--- src/rtl/aurora_bus_pkg.sv ---
// Shared definitions for the Aurora local-bus pattern master: FSM encoding, default widths,
// and handshake bit positions as laid out on the bus debug tap.
package aurora_bus_pkg;

   localparam int DATA_W_DEF = 32;

   typedef enum logic [1:0] {
      ST_IDLE  = 2'd0,
      ST_WRITE = 2'd1,
      ST_READ  = 2'd2,
      ST_DONE  = 2'd3
   } state_e;

   // Bit positions of the handshake lines in the debug bus capture word
   localparam int HS_STB   = 0;
   localparam int HS_WE    = 1;
   localparam int HS_M_RDY = 2;
   localparam int HS_ACK   = 3;
   localparam int HS_S_RDY = 4;
   localparam int HS_ABORT = 5;
   localparam int HS_W     = 6;

endpackage

--- src/rtl/aurora_bus_if.sv ---
// Aurora local-bus handshake and data signals with initiator/target views.
interface aurora_bus_if #(
   parameter int DATA_W = 32
);
   logic              stb;
   logic              we;
   logic              m_rdy;
   logic [DATA_W-1:0] dat_o;
   logic              ack;
   logic              s_rdy;
   logic [DATA_W-1:0] dat_i;
   logic              abort;

   modport master (
      output stb, we, m_rdy, dat_o,
      input  ack, s_rdy, dat_i, abort
   );

   modport slave (
      input  stb, we, m_rdy, dat_o,
      output ack, s_rdy, dat_i, abort
   );
endinterface

--- src/rtl/aurora_bus_rd_checker.sv ---
// Read-data checker: compares each accepted read word against the incrementing pattern and
// against the previously accepted word, with saturating error and duplicate counters.
module aurora_bus_rd_checker #(
   parameter int DATA_W = 32,
   parameter int CNT_W  = 16
) (
   input  logic              clk,
   input  logic              rst,
   input  logic              clear,
   input  logic [DATA_W-1:0] base,
   input  logic              beat,
   input  logic              first,
   input  logic [DATA_W-1:0] dat_i,
   output logic [CNT_W-1:0]  err_cnt,
   output logic [CNT_W-1:0]  dup_cnt
);

   logic [DATA_W-1:0] exp_q, exp_d;
   logic [DATA_W-1:0] prev_q, prev_d;
   logic [CNT_W-1:0]  err_q, err_d;
   logic [CNT_W-1:0]  dup_q, dup_d;

   always_ff @(posedge clk or posedge rst) begin
      if (rst) begin
         exp_q  <= '0;
         prev_q <= '0;
         err_q  <= '0;
         dup_q  <= '0;
      end else begin
         exp_q  <= exp_d;
         prev_q <= prev_d;
         err_q  <= err_d;
         dup_q  <= dup_d;
      end
   end

   always_comb begin
      exp_d  = exp_q;
      prev_d = prev_q;
      err_d  = err_q;
      dup_d  = dup_q;
      if (clear) begin
         exp_d = base;
         err_d = '0;
         dup_d = '0;
      end else if (beat) begin
         // Expected word advances on every beat so one bad word does not cascade
         exp_d  = exp_q + DATA_W'(1);
         prev_d = dat_i;
         if (dat_i != exp_q && err_q != '1)
            err_d = err_q + CNT_W'(1);
         if (!first && dat_i == prev_q && dup_q != '1)
            dup_d = dup_q + CNT_W'(1);
      end
   end

   assign err_cnt = err_q;
   assign dup_cnt = dup_q;

endmodule

--- src/rtl/aurora_bus_pattern_master.sv ---
// Aurora local-bus initiator: writes incrementing-pattern bursts and checks read bursts,
// with abort handling and a no-beat watchdog.
//
//   state    | meaning
//   ST_IDLE  | waiting for req_w/req_r with nonzero burst_len
//   ST_WRITE | stb/we/m_rdy high, pattern word on dat_o, beat on ack
//   ST_READ  | stb high, beat on s_rdy, read words checked
//   ST_DONE  | one-cycle done pulse, then back to idle
module aurora_bus_pattern_master
   import aurora_bus_pkg::*;
#(
   parameter int DATA_W      = DATA_W_DEF,
   parameter int LEN_W       = 16,
   parameter int CNT_W       = 16,
   parameter int TIMEOUT_CYC = 1024
) (
   input  logic              clk,
   input  logic              rst,
   input  logic              req_w,
   input  logic              req_r,
   input  logic [LEN_W-1:0]  burst_len,
   input  logic [DATA_W-1:0] base_pattern,
   aurora_bus_if.master      bus,
   output logic              busy,
   output logic              done,
   output logic              aborted,
   output logic              timed_out,
   output logic [LEN_W-1:0]  beat_cnt,
   output logic [CNT_W-1:0]  err_cnt,
   output logic [CNT_W-1:0]  dup_cnt
);

   localparam int              WD_W    = $clog2(TIMEOUT_CYC + 1);
   localparam logic [WD_W-1:0] WD_LOAD = WD_W'(TIMEOUT_CYC);

   state_e            state_q, state_d;
   logic [LEN_W-1:0]  len_q, len_d;
   logic [LEN_W-1:0]  beat_cnt_q, beat_cnt_d;
   logic [LEN_W-1:0]  beat_inc;
   logic [DATA_W-1:0] pat_q, pat_d;
   logic [WD_W-1:0]   wd_q, wd_d;
   logic              aborted_q, aborted_d;
   logic              timed_out_q, timed_out_d;
   logic              stb_q, stb_d;
   logic              we_q, we_d;
   logic              m_rdy_q, m_rdy_d;
   logic              busy_q, busy_d;
   logic              done_q, done_d;
   logic              start;
   logic              beat;
   logic              rd_beat;

   always_ff @(posedge clk or posedge rst) begin
      if (rst) begin
         state_q     <= ST_IDLE;
         len_q       <= '0;
         beat_cnt_q  <= '0;
         pat_q       <= '0;
         wd_q        <= '0;
         aborted_q   <= 1'b0;
         timed_out_q <= 1'b0;
         stb_q       <= 1'b0;
         we_q        <= 1'b0;
         m_rdy_q     <= 1'b0;
         busy_q      <= 1'b0;
         done_q      <= 1'b0;
      end else begin
         state_q     <= state_d;
         len_q       <= len_d;
         beat_cnt_q  <= beat_cnt_d;
         pat_q       <= pat_d;
         wd_q        <= wd_d;
         aborted_q   <= aborted_d;
         timed_out_q <= timed_out_d;
         stb_q       <= stb_d;
         we_q        <= we_d;
         m_rdy_q     <= m_rdy_d;
         busy_q      <= busy_d;
         done_q      <= done_d;
      end
   end

   assign beat_inc = beat_cnt_q + LEN_W'(1);

   always_comb begin
      state_d     = state_q;
      len_d       = len_q;
      beat_cnt_d  = beat_cnt_q;
      pat_d       = pat_q;
      wd_d        = wd_q;
      aborted_d   = aborted_q;
      timed_out_d = timed_out_q;
      start       = 1'b0;
      beat        = 1'b0;
      case (state_q)
         ST_IDLE: begin
            if ((req_w || req_r) && burst_len != '0) begin
               start       = 1'b1;
               state_d     = req_w ? ST_WRITE : ST_READ;
               len_d       = burst_len;
               pat_d       = base_pattern;
               beat_cnt_d  = '0;
               wd_d        = WD_LOAD;
               aborted_d   = 1'b0;
               timed_out_d = 1'b0;
            end
         end
         ST_WRITE, ST_READ: begin
            beat = (state_q == ST_WRITE) ? bus.ack : bus.s_rdy;
            // Abort outranks both a coincident beat and a watchdog expiry
            if (bus.abort) begin
               state_d   = ST_DONE;
               aborted_d = 1'b1;
            end else if (beat) begin
               beat_cnt_d = beat_inc;
               wd_d       = WD_LOAD;
               if (state_q == ST_WRITE)
                  pat_d = pat_q + DATA_W'(1);
               if (beat_inc == len_q)
                  state_d = ST_DONE;
            end else if (wd_q == WD_W'(1)) begin
               state_d     = ST_DONE;
               timed_out_d = 1'b1;
            end else begin
               wd_d = wd_q - WD_W'(1);
            end
         end
         default: state_d = ST_IDLE;
      endcase
   end

   always_comb begin
      stb_d   = (state_d == ST_WRITE) || (state_d == ST_READ);
      we_d    = (state_d == ST_WRITE);
      m_rdy_d = (state_d == ST_WRITE);
      busy_d  = (state_d != ST_IDLE);
      done_d  = (state_d == ST_DONE);
   end

   assign rd_beat = (state_q == ST_READ) && bus.s_rdy && !bus.abort;

   aurora_bus_rd_checker #(
      .DATA_W (DATA_W),
      .CNT_W  (CNT_W)
   ) u_rd_checker (
      .clk     (clk),
      .rst     (rst),
      .clear   (start),
      .base    (base_pattern),
      .beat    (rd_beat),
      .first   (beat_cnt_q == '0),
      .dat_i   (bus.dat_i),
      .err_cnt (err_cnt),
      .dup_cnt (dup_cnt)
   );

   assign bus.stb   = stb_q;
   assign bus.we    = we_q;
   assign bus.m_rdy = m_rdy_q;
   assign bus.dat_o = pat_q;
   assign busy      = busy_q;
   assign done      = done_q;
   assign aborted   = aborted_q;
   assign timed_out = timed_out_q;
   assign beat_cnt  = beat_cnt_q;

endmodule

--- src/flat_wrapper.sv ---
// flat-port wrapper written by rule: the top's interface ports become plain ports
module aurora_bus_pattern_master_flat import aurora_bus_pkg::*;
#(
   parameter int DATA_W      = DATA_W_DEF,
   parameter int LEN_W       = 16,
   parameter int CNT_W       = 16,
   parameter int TIMEOUT_CYC = 1024
)
  (clk, rst, req_w, req_r, burst_len, base_pattern, busy, done, aborted, timed_out, beat_cnt, err_cnt, dup_cnt, bus_stb, bus_we, bus_m_rdy, bus_dat_o, bus_ack, bus_s_rdy, bus_dat_i, bus_abort);
  aurora_bus_if #(.DATA_W(DATA_W)) bus_i ();
  input  logic clk;
  input  logic rst;
  input  logic req_w;
  input  logic req_r;
  input  logic [LEN_W-1:0] burst_len;
  input  logic [DATA_W-1:0] base_pattern;
  output logic busy;
  output logic done;
  output logic aborted;
  output logic timed_out;
  output logic [LEN_W-1:0] beat_cnt;
  output logic [CNT_W-1:0] err_cnt;
  output logic [CNT_W-1:0] dup_cnt;
  output wire logic [$bits(bus_i.stb)-1:0] bus_stb;
  output wire logic [$bits(bus_i.we)-1:0] bus_we;
  output wire logic [$bits(bus_i.m_rdy)-1:0] bus_m_rdy;
  output wire logic [$bits(bus_i.dat_o)-1:0] bus_dat_o;
  input wire logic [$bits(bus_i.ack)-1:0] bus_ack;
  input wire logic [$bits(bus_i.s_rdy)-1:0] bus_s_rdy;
  input wire logic [$bits(bus_i.dat_i)-1:0] bus_dat_i;
  input wire logic [$bits(bus_i.abort)-1:0] bus_abort;
  assign bus_stb = bus_i.stb;
  assign bus_we = bus_i.we;
  assign bus_m_rdy = bus_i.m_rdy;
  assign bus_dat_o = bus_i.dat_o;
  assign bus_i.ack = bus_ack;
  assign bus_i.s_rdy = bus_s_rdy;
  assign bus_i.dat_i = bus_dat_i;
  assign bus_i.abort = bus_abort;
  aurora_bus_pattern_master #(.DATA_W(DATA_W), .LEN_W(LEN_W), .CNT_W(CNT_W), .TIMEOUT_CYC(TIMEOUT_CYC)) u_core (.clk(clk), .rst(rst), .req_w(req_w), .req_r(req_r), .burst_len(burst_len), .base_pattern(base_pattern), .bus(bus_i), .busy(busy), .done(done), .aborted(aborted), .timed_out(timed_out), .beat_cnt(beat_cnt), .err_cnt(err_cnt), .dup_cnt(dup_cnt));
endmodule
--- config.mk ---
export PLATFORM = sky130hd
export DESIGN_NAME = aurora_bus_pattern_master_flat
export DESIGN_NICKNAME = d
export VERILOG_FILES = /design/src/rtl/aurora_bus_pkg.sv /design/src/rtl/aurora_bus_if.sv /design/src/rtl/aurora_bus_rd_checker.sv /design/src/rtl/aurora_bus_pattern_master.sv /design/src/flat_wrapper.sv
export SDC_FILE = /design/constraint.sdc
export NUM_CORES = 1
export LEC_CHECK = 0
export BUFFER_PORTS_ARGS = -buffer_cell sky130_fd_sc_hd__buf_4
export CORE_ASPECT_RATIO = 0.9
export CORE_MARGIN = 5
export CORE_UTILIZATION = 62
export CTS_CLUSTER_SIZE = 14
export DETAILED_ROUTE_END_ITERATION = 6
export PLACE_DENSITY = 0.87
export SYNTH_ARGS = -nofsm -noshare
export SYNTH_HDL_FRONTEND = slang
export SYNTH_HIERARCHICAL = 1
export SYNTH_SLANG_ARGS = --single-unit
--- constraint.sdc ---
create_clock -name clk -period 4.8 [get_ports clk]
set_input_delay 0.96 -clock clk [delete_from_list [all_inputs] [get_ports clk]]
set_output_delay 0.96 -clock clk [all_outputs]
set_load 0.01 [all_outputs]
==> qor.yml <==
outcome: "finished clean"
crit_path_end_kind: "flip-flop"
layout-drive-gt1-share_pct: 21.2
fillers: 1196
die_h_um: 134
relSlewSlack_pct: 9.55
cp.required_ns: 5.15
start_util_pct: 63.1
rsz0062_at_grt: "no"
power_mw: 7.34
crit_top_cell: "or4_1"
cp-startpoint: "bus_abort"
arrival_ns: 3.72
holdBufCountCts: 0
wirelength_mm: 30.0
finalSetupTns_ns: 0
htree_levels: 4
core-area_sq_mm: 0.0169
worst_pin_slew_ns: 1.35
dr.first_iter.drc_count: 938
r2r-start: "u_core/beat_cnt[0]$_DFFE_PP0P_"
regToRegEndpoint: "u_core/u_rd_checker/dup_cnt[5]$_DFFE_PP0P_"
synth_cell_type_count: 67
grt_pass1_vias: 9303
peakVddDrop_mv: 0.370
hpwlAfterDp_mm: 21.5
worst_path_max_delay_cell: "or4_1"
fmax_ghz: 0.296
synth_flop_cell: "dfrtp_1"
grt_pass1_wl_mm: 48.0
dp.cells: 1495
min-delay-start: "u_core/len_q[13]$_DFFE_PP0P_"
fin_crit_sh_pct: 70.3
io_buffer_count: 173
reg2reg_slack_ns: 1.46
remaining_drc_errors: 0
hold_depth: 2
cts_tree: "yes"
final_common_cell: "buf_4"
avgViaCountPerCell: 6.39
antenna_found_initial: 0
hold_viol: 0
ant_nets: 0
final_cells: 1527
io-pin-count: 174
fin_util_pct: 75.2
crit_path_start_kind: "input pin"
synth_area_sq_mm: 0.0107
grt_max_degree: 104
cp_cell_sequence: "buf_4, inv_1, and3_1, nand2b_1, nor3_1, nand3_1, or4_1, or4_1, a21oi_1"
ys.warnings.count: 6
worstSetupPathType: "in -> reg"
seq_area_sq_mm: 0.00448
multi_input_comb_area_sq_mm: 0.00582
detailroute.via_count: 9761
postCtsResizedCells: 0
finalMaxSlewViolations: 0
area_growth_pct: 19.3
synth-seq-cells: 179
hp-class: "reg -> reg"
synth_edf_count: 0
slowest_delay_ns: 0.73
diodes: 0
min_period_ns: 3.37
setup_violations: 0
synthArstFlopShare_pct: 100
final_nets: 1405
die_area_sq_mm: 0.0199
path_max_fanout: 16
clkSinkCount: 179
r2r_cells: 10
gp_congestion: 0.952
dp_slack_ns: 1.17
postCtsSetupBuffers: 0
syn_avg_cell_area_sq_um: 9.10
p_leak_nw: 5.55
cap_violations: 0
die-width_um: 148
finalClockSkew_ns: 0.00937
cts_buffer_depth: 2
cts.clk_slew.worst_paths_ns: 0.07
grt_remaining_overflow: 0
synth_nets: 1272
routedWlPerCell_um: 19.7
ys_seq_area_share_pct: 42.1
synth_cells: 1170
timing.final.ws_setup_ns: 1.43
power_density_mw_per_mm2: 578
firstDrtPassIters: 5
rows: 45
track_usage_pct: 29.9
clock_latency_ns: 0.43
worstHoldEndpoint: "u_core/len_q[13]$_DFFE_PP0P_"
cts_buffers: 17
final_cell_mix: "buf_4, dfrtp_1, nand2_1"
cts-root-buf: "clkbuf_16"
## power breakdown
group / leakage (nW) / internal [mW] / switching, mW
Combinational: 2.93 / 1.28 / 1.80
Sequential: 2.30 / 2.04 / 0.636
Clock: 0.322 / 0.983 / 0.606
## logic make-up after synthesis
kind of cell	after synthesis	share of synthesized area [%]
flip-flops	179	42.1
XOR/XNOR	116	9.54
AO/OA/AOI/OAI	259	14.8
AND/OR/NAND/NOR	450	22.2
adder cells (fa/ha/maj)	15	1.76
buffers and inverters	91	3.54
multiplexers	60	6.13
## metal layers
metal	GRT usage (%)	vias up	share of wire [%]
met2	46.5	465	47
met1	42.1	4705	42
met5	0	-	0
li1	-	4528	-
met3	5.84	63	8.0
met4	10.7	0	2.8
## flip-flops by register name, summed over array words and instances (netlist names)
register / count
u_core/done: 1
u_core/u_rd_checker/err_cnt: 16
u_core/len_q: 16
u_core/busy: 1
u_core/u_rd_checker/exp_q: 32
u_core/beat_cnt: 16
u_core/bus.m_rdy: 1
u_core/state_q: 2
u_core/timed_out: 1
u_core/u_rd_checker/prev_q: 32
u_core/bus.dat_o: 32
u_core/u_rd_checker/dup_cnt: 16
u_core/aborted: 1
u_core/bus.stb: 1
u_core/wd_q: 11
## final cells by class
type	count	share of cell area, %
clock buffers	21	3.78
clock inverters	11	1.57
inverters	22	0.699
multi-input cells	900	45.8
flip-flops and latches	179	35.3
well taps	211	2.08
repair buffers	183	10.8
## how the worst max path moves through the flow
stage | to | depth (start not counted) | slack [ns]
2_1_floorplan | u_core/u_rd_checker/prev_q[0]$_DFFE_PP0P_ | 9 | 1.21
3_3_place_gp | u_core/u_rd_checker/dup_cnt[5]$_DFFE_PP0P_ | 9 | 1.26
3_5_place_dp | u_core/u_rd_checker/dup_cnt[5]$_DFFE_PP0P_ | 9 | 1.17
4_1_cts | u_core/u_rd_checker/dup_cnt[5]$_DFFE_PP0P_ | 9 | 1.48
5_1_grt | u_core/u_rd_checker/dup_cnt[5]$_DFFE_PP0P_ | 10 | 1.29
6_report | u_core/u_rd_checker/dup_cnt[5]$_DFFE_PP0P_ | 9 | 1.43
## cell usage after synthesis (7+ instances only)
library cell | instances | area share, %
dfrtp_1 | 179 | 42
nand2_1 | 140 | 4.9
o21ai_0 | 80 | 3.8
xor2_1 | 80 | 6.6
a21oi_1 | 72 | 3.4
clkbuf_1 | 50 | 1.8
nand3_1 | 47 | 2.2
nor2_1 | 47 | 1.7
nand4_1 | 43 | 2.5
mux2_2 | 42 | 4.4
xnor2_1 | 36 | 3.0
o22ai_1 | 29 | 1.7
and3_1 | 26 | 1.5
nor4_1 | 26 | 1.5
nor3_1 | 23 | 1.1
inv_1 | 21 | 0.74
or4_1 | 20 | 1.4
o31ai_1 | 19 | 1.3
mux2i_1 | 18 | 1.7
or3_1 | 18 | 1.1
nor2b_1 | 16 | 0.94
ha_1 | 15 | 1.8
and4_1 | 12 | 0.99
buf_2 | 11 | 0.52
a31oi_1 | 9 | 0.53
nand2b_1 | 9 | 0.53
o21ai_1 | 8 | 0.38
a22o_1 | 7 | 0.58
and2_1 | 7 | 0.41
## metrics by stage
step,hold WS (ns),area (sq um)
floorplan,0.464,10700
global placement,0.483,12000
detailed placement,0.487,12000
CTS,0.503,12700
global route,0.521,12700
finish,0.504,12700
## critical path, delay by kind of cell
kind,cells,cell delay (ns)
and+or+nand+nor,6,2.39
buffers and inverters,2,0.22
AOI/OAI and AO/OA,1,0.15
(Power assumes the default switching activity.)
